<file path="src/rtl/synth_pkg.sv">
// Shared types and default widths for the voice allocator and its per-voice slots.
package synth_pkg;

    localparam int ACC_W  = 32;
    localparam int NOTE_W = 7;
    localparam int AGE_W  = 16;

    typedef enum logic [1:0] {
        IDLE,
        SCAN,
        COMMIT
    } alloc_state_t;

    typedef struct packed {
        logic [NOTE_W-1:0] note;
        logic [ACC_W-1:0]  increment;
        logic              active;
        logic [AGE_W-1:0]  age;
    } voice_slot_t;

endpackage

</file>
<file path="src/rtl/voice_slot.sv">
// One voice: held note, NCO increment, active flag and saturating age counter
// with a single commit write port.
module voice_slot
    import synth_pkg::*;
#(
    parameter int ACC_W  = synth_pkg::ACC_W,
    parameter int NOTE_W = synth_pkg::NOTE_W,
    parameter int AGE_W  = synth_pkg::AGE_W
) (
    input  logic              clk,
    input  logic              rst,
    input  logic              sample_clk_en,
    input  logic              commit_en,
    input  logic              commit_on,
    input  logic [NOTE_W-1:0] commit_note,
    input  logic [ACC_W-1:0]  commit_increment,
    output logic [NOTE_W-1:0] note,
    output logic [ACC_W-1:0]  increment,
    output logic              active,
    output logic [AGE_W-1:0]  age
);

    // NOTE: sequential state uses non-blocking assignments so every register
    // samples pre-edge values regardless of statement order.
    always_ff @(posedge clk or posedge rst) begin
        if (rst) begin
            note      <= '0;
            increment <= '0;
            active    <= 1'b0;
            age       <= '0;
        end else if (commit_en) begin
            // A commit always restarts the age, overriding this sample's increment.
            age <= '0;
            if (commit_on) begin
                note      <= commit_note;
                increment <= commit_increment;
                active    <= 1'b1;
            end else begin
                active    <= 1'b0;
            end
        end else if (sample_clk_en && active && (age != '1)) begin
            age <= age + 1'b1;
        end
    end

endmodule

</file>
<file path="src/rtl/voice_allocator.sv">
// Polyphonic voice scheduler: scans voices one per cycle for a retrigger match,
// a free slot or the oldest voice, then commits the event on a sample strobe.
module voice_allocator
    import synth_pkg::*;
#(
    parameter int NUM_VOICES = 4,
    parameter int ACC_W      = synth_pkg::ACC_W,
    parameter int NOTE_W     = synth_pkg::NOTE_W,
    parameter int AGE_W      = synth_pkg::AGE_W
) (
    input  logic                        master_clk,
    input  logic                        rst,
    input  logic                        sample_clk_en,
    input  logic                        evt_valid,
    output logic                        evt_ready,
    input  logic                        evt_on,
    input  logic [NOTE_W-1:0]           evt_note,
    input  logic [ACC_W-1:0]            evt_increment,
    output logic [NUM_VOICES*ACC_W-1:0] voice_increment,
    output logic [NUM_VOICES-1:0]       voice_mute,
    output logic [NUM_VOICES-1:0]       voice_active,
    output logic                        steal_pulse
);

    localparam int IDX_W = $clog2(NUM_VOICES);

    alloc_state_t state, next_state;
    logic [IDX_W-1:0] scan_idx;
    logic commit_fire;

    logic              ev_on;
    logic [NOTE_W-1:0] ev_note;
    logic [ACC_W-1:0]  ev_increment;

    logic             match_found, free_found, oldest_found;
    logic [IDX_W-1:0] match_idx, free_idx, oldest_idx;
    logic [AGE_W-1:0] oldest_age;

    logic             target_valid, target_steal;
    logic [IDX_W-1:0] target_idx;

    logic [NOTE_W-1:0] v_note   [NUM_VOICES];
    logic [ACC_W-1:0]  v_inc    [NUM_VOICES];
    logic [AGE_W-1:0]  v_age    [NUM_VOICES];
    logic [NUM_VOICES-1:0] v_active;

    always_ff @(posedge master_clk or posedge rst) begin
        if (rst) state <= IDLE;
        else     state <= next_state;
    end

    // NOTE: every combinational output gets a default first, so no path through
    // the case statement can leave a signal unassigned and infer a latch.
    always_comb begin
        next_state  = state;
        evt_ready   = 1'b0;
        commit_fire = 1'b0;
        case (state)
            IDLE: begin
                evt_ready = 1'b1;
                if (evt_valid) next_state = SCAN;
            end
            SCAN: begin
                if (scan_idx == IDX_W'(NUM_VOICES - 1)) next_state = COMMIT;
            end
            COMMIT: begin
                if (sample_clk_en) begin
                    commit_fire = 1'b1;
                    next_state  = IDLE;
                end
            end
            default: next_state = IDLE;
        endcase
    end

    // Note-on priority is retrigger > lowest free > oldest; note-off needs a match.
    always_comb begin
        target_valid = 1'b0;
        target_steal = 1'b0;
        target_idx   = match_idx;
        if (match_found) begin
            target_valid = 1'b1;
        end else if (ev_on && free_found) begin
            target_valid = 1'b1;
            target_idx   = free_idx;
        end else if (ev_on) begin
            target_valid = oldest_found;
            target_steal = oldest_found;
            target_idx   = oldest_idx;
        end
    end

    always_ff @(posedge master_clk or posedge rst) begin
        if (rst) begin
            ev_on        <= 1'b0;
            ev_note      <= '0;
            ev_increment <= '0;
            scan_idx     <= '0;
            match_found  <= 1'b0;
            free_found   <= 1'b0;
            oldest_found <= 1'b0;
            match_idx    <= '0;
            free_idx     <= '0;
            oldest_idx   <= '0;
            oldest_age   <= '0;
            steal_pulse  <= 1'b0;
        end else begin
            steal_pulse <= commit_fire && target_valid && target_steal;
            if (state == IDLE && evt_valid) begin
                ev_on        <= evt_on;
                ev_note      <= evt_note;
                ev_increment <= evt_increment;
                scan_idx     <= '0;
                match_found  <= 1'b0;
                free_found   <= 1'b0;
                oldest_found <= 1'b0;
            end else if (state == SCAN) begin
                scan_idx <= scan_idx + 1'b1;
                if (!match_found && v_active[scan_idx] && v_note[scan_idx] == ev_note) begin
                    match_found <= 1'b1;
                    match_idx   <= scan_idx;
                end
                if (!free_found && !v_active[scan_idx]) begin
                    free_found <= 1'b1;
                    free_idx   <= scan_idx;
                end
                // Strictly-greater comparison keeps the lowest index on age ties.
                if (v_active[scan_idx] && (!oldest_found || v_age[scan_idx] > oldest_age)) begin
                    oldest_found <= 1'b1;
                    oldest_idx   <= scan_idx;
                    oldest_age   <= v_age[scan_idx];
                end
            end
        end
    end

    for (genvar i = 0; i < NUM_VOICES; i++) begin : g_voice
        voice_slot #(
            .ACC_W (ACC_W),
            .NOTE_W(NOTE_W),
            .AGE_W (AGE_W)
        ) u_slot (
            .clk             (master_clk),
            .rst             (rst),
            .sample_clk_en   (sample_clk_en),
            .commit_en       (commit_fire && target_valid && (target_idx == IDX_W'(i))),
            .commit_on       (ev_on),
            .commit_note     (ev_note),
            .commit_increment(ev_increment),
            .note            (v_note[i]),
            .increment       (v_inc[i]),
            .active          (v_active[i]),
            .age             (v_age[i])
        );
        assign voice_increment[i*ACC_W +: ACC_W] = v_inc[i];
    end

    assign voice_active = v_active;
    assign voice_mute   = ~v_active;

endmodule

</file>
<file path="config.mk">
export PLATFORM = sky130hd
export DESIGN_NAME = voice_allocator
export DESIGN_NICKNAME = d
export VERILOG_FILES = /design/src/rtl/synth_pkg.sv /design/src/rtl/voice_slot.sv /design/src/rtl/voice_allocator.sv
export SDC_FILE = /design/constraint.sdc
export NUM_CORES = 1
export LEC_CHECK = 0
export ABC_AREA = 1
export BUFFER_PORTS_ARGS = -buffer_cell sky130_fd_sc_hd__buf_2
export CORE_ASPECT_RATIO = 0.6
export CORE_MARGIN = 10
export CORE_UTILIZATION = 34
export CTS_BUF_LIST = sky130_fd_sc_hd__clkbuf_8
export DETAILED_ROUTE_END_ITERATION = 7
export PLACE_DENSITY = 0.59
export SETUP_SLACK_MARGIN = 0.02
export SLEW_MARGIN = 20
export SYNTH_ARGS = -nofsm -noshare
export SYNTH_HDL_FRONTEND = slang
export SYNTH_SLANG_ARGS = --single-unit
</file>
<file path="constraint.sdc">
create_clock -name master_clk -period 9.18 [get_ports master_clk]
set_input_delay 0.459 -clock master_clk [delete_from_list [all_inputs] [get_ports master_clk]]
set_output_delay 0.459 -clock master_clk [all_outputs]
set_load 0.01 [all_outputs]
</file>
==> results.toml <==
[floorplan]
chipWidth_um = 277
die_height_um = 174
core_sq_um = 39000
placementRows = 56
die_area_sq_um = 48100
ios = 182
start_util_pct = 34.4

[timing]
final-setup-viol-count = 0
tns_ns = 0
grt_setup_unrepaired = "false"
setup_slack_ns = 5.10
fin_skew_ns = 0.0248
maxSlewViolCount = 0
max_freq_ghz = 0.245
worst_slew_pin_slew_ns = 0.929
slew_headroom_pct = 37.8
fin_crit_sh_pct = 44.5
finalHoldViolCount = 0
min_period_ns = 4.08

[synthesis]
ys_seq_area_share_pct = 54.8
avgSynthCellArea_sq_um = 8.43
syn_area_sq_um = 13400
yosys.area.top_type = "dfrtp_1"
ys.flop_type = "dfrtp_1"
netlist_top_cells_area = "dfrtp_1 55%, nand2_1 12%, o21ai_0 7.4%, nand3_1 4.4%, inv_1 3.8%"
ys_seq_elements = 294
synth-async-reset-ratio_pct = 100
synth_cell_types = 32
synth_edf_count = 0
syn_nets = 1659
synth_top_area_share_pct = 54.8
synth_top_cells_by_count = "428 x nand2_1, 294 x dfrtp_1, 199 x o21ai_0"
synthCells = 1594
yosysWarnings = 0
yosysMostFrequentCell = "nand2_1"

[drt]
vias_per_cell = 4.96
drt_pass1_iterations = 5
postRouteAntennaNets = 0
drcViolationCount = 0
dr_total_vias = 11464
post_drt_wl_per_cell_um = 17.4
drt_iter0_markers = 1086
wl_um = 40100

[worst_setup_path]
path_max_fanout = 23
critPathCaptureType = "flop"
r2r_slack_ns = 5.10
critPathArrivalTime_ns = 4.54
cp-startpoint = "scan_idx[1]"
cp.required_ns = 9.63
critPathKind = "flop to flop"
r2r_cells = 14
critPathLaunchType = "flop"
reg2reg_from = "scan_idx[1]"
rr_endpoint = "oldest_idx[0]"
worstSetupEndpoint = "oldest_idx[0]"

[global_route]
antenna_found_initial = 2
grt_pass1_vias = 10984
grt_remaining_overflow = 0
grt.total_usage_pct = 16.3
grt_max_degree = 185
grt_first_pass_wirelength_um = 64100

[clock_network]
numCtsBuffers = 44
cts_tree = "built"
clk_pin_slew_ns = 0.07
insertion_delay_ns = 0.58
cts_setup_buffers = 0
root_buffer = "clkbuf_8"
clk_path_buf_depth = 3
h-tree-depth = 2
hold_buffers = 0
clock-sinks = 294
cts_resized = 0

[min_path]
hold_path_class = "input port to asynchronous set/reset pin"

[final_layout]
stdcell_area_sq_um = 15600
drive_above_1_share_pct = 15.6
synthToLayoutAreaGrowth_pct = 16.4
fin_cells = 2310
nets = 1821

[placement]
placedCellCount = 2231
dpl_cell_area_sq_um = 14700
gp_congestion = 0.907
place_ws_ns = 5.16
place_hpwl_um = 27900
portBuffers = 181

[pwr]
p_leak_uw = 0.00788
power_density_nw_per_um2 = 310
peakVddDrop_mv = 0.118
finalPower_uw = 4850

[run_status]
status = "complete, no violations"

[flow_run]
maxCapViolCount = 0
==> final cells by class <==
cell class	instances	area, sq um
fillers	3953	23400
flip-flops and latches	294	7360
multi-input cells	1082	5160
repair buffers	192	1020
clock buffers	55	757
well taps	522	653
inverters	142	541
clock inverters	22	153
diodes	1	2.50
==> power by group <==
part	leakage, uW	internal (uW)	total, uW	switching (uW)
clock	0.000513	597	1130	535
combinational	0.00349	557	1730	1180
sequential	0.00388	1660	1980	322
==> per-stage QoR <==
| step | util (%) | hold WS [ns] |
|---|---|---|
| 3_3_place_gp | 37.7 | 0.454 |
| 6_report | 40.1 | 0.0308 |
| 2_1_floorplan | - | 0.442 |
| 4_1_cts | 40.0 | 0.0379 |
| 5_1_grt | 40.1 | 0.0661 |
| 3_5_place_dp | 37.7 | 0.460 |
==> flip-flops by register name, indices dropped and copies added (netlist names) <==
signal and cells:
free_idx 2, g_voice.u_slot.note 28, ev_on 1, ev_note 7, g_voice.u_slot.active 4, match_idx 2, oldest_idx 2, steal_pulse 1
scan_idx 2, g_voice.u_slot.age 64, state 2, oldest_found 1, free_found 1, oldest_age 16, ev_increment 32, match_found 1
g_voice.u_slot.increment 128
==> critical path, stage by stage (launching register included) <==
cell	delay (ns)
dfrtp_1	0.79
clkinv_1	0.55
buf_4	0.38
a21oi_1	0.16
a21oi_1	0.11
ha_1	0.30
nand4_1	0.10
nor3_1	0.20
nand2_1	0.09
nand2_1	0.06
nand2_1	0.04
nand2_1	0.51
nand2_2	0.43
nand2_1	0.16
nand2_1	0.06
==> layer usage <==
metal  vias to the layer above  global-route usage [%]  wire length (um)
met2                       350                    22.1             15900
met1                      5552                    24.7             20400
li1                       5513                       -                 -
met5                         -                       0                 0
met4                         0                    3.81               647
met3                        49                    4.56              3140
==> cell usage in the layout (no fill, tap or decap), drive strengths merged, types with 32 or more instances in the layout <==
cell type,synthesis,layout
a21oi,49,49
buf,36,192
clkbuf,40,55
dfrtp,294,294
inv,141,155
nand2,437,437
nand3,118,118
nor2,80,80
nor3,33,33
o21ai,275,275
xor2,32,32
==> cell families (layout without fill, tap and decap cells) <==
kind of cell | count (synthesis) | after routing | share of synthesized area [%]
compound gates | 333 | 333 | 12.5
flops | 294 | 294 | 54.8
simple gates | 691 | 691 | 21.5
fa+ha+maj | 21 | 21 | 1.96
other cells | 0 | 1 | 0
xor+xnor | 37 | 37 | 2.41
buf+inv | 218 | 411 | 6.83
==> worst min-delay path by stage <==
stage                      start  cells past startpoint                              end
2_1_floorplan     oldest_age[10]                      2                   oldest_age[10]
3_3_place_gp       oldest_age[8]                      2                    oldest_age[8]
3_5_place_dp      oldest_age[15]                      2                   oldest_age[15]
4_1_cts                      rst                      2  g_voice[2].u_slot.increment[27]
5_1_grt        evt_increment[18]                      3                 ev_increment[18]
6_report                     rst                      2  g_voice[2].u_slot.increment[27]
Note: power is estimated with default switching activity, not from simulation.
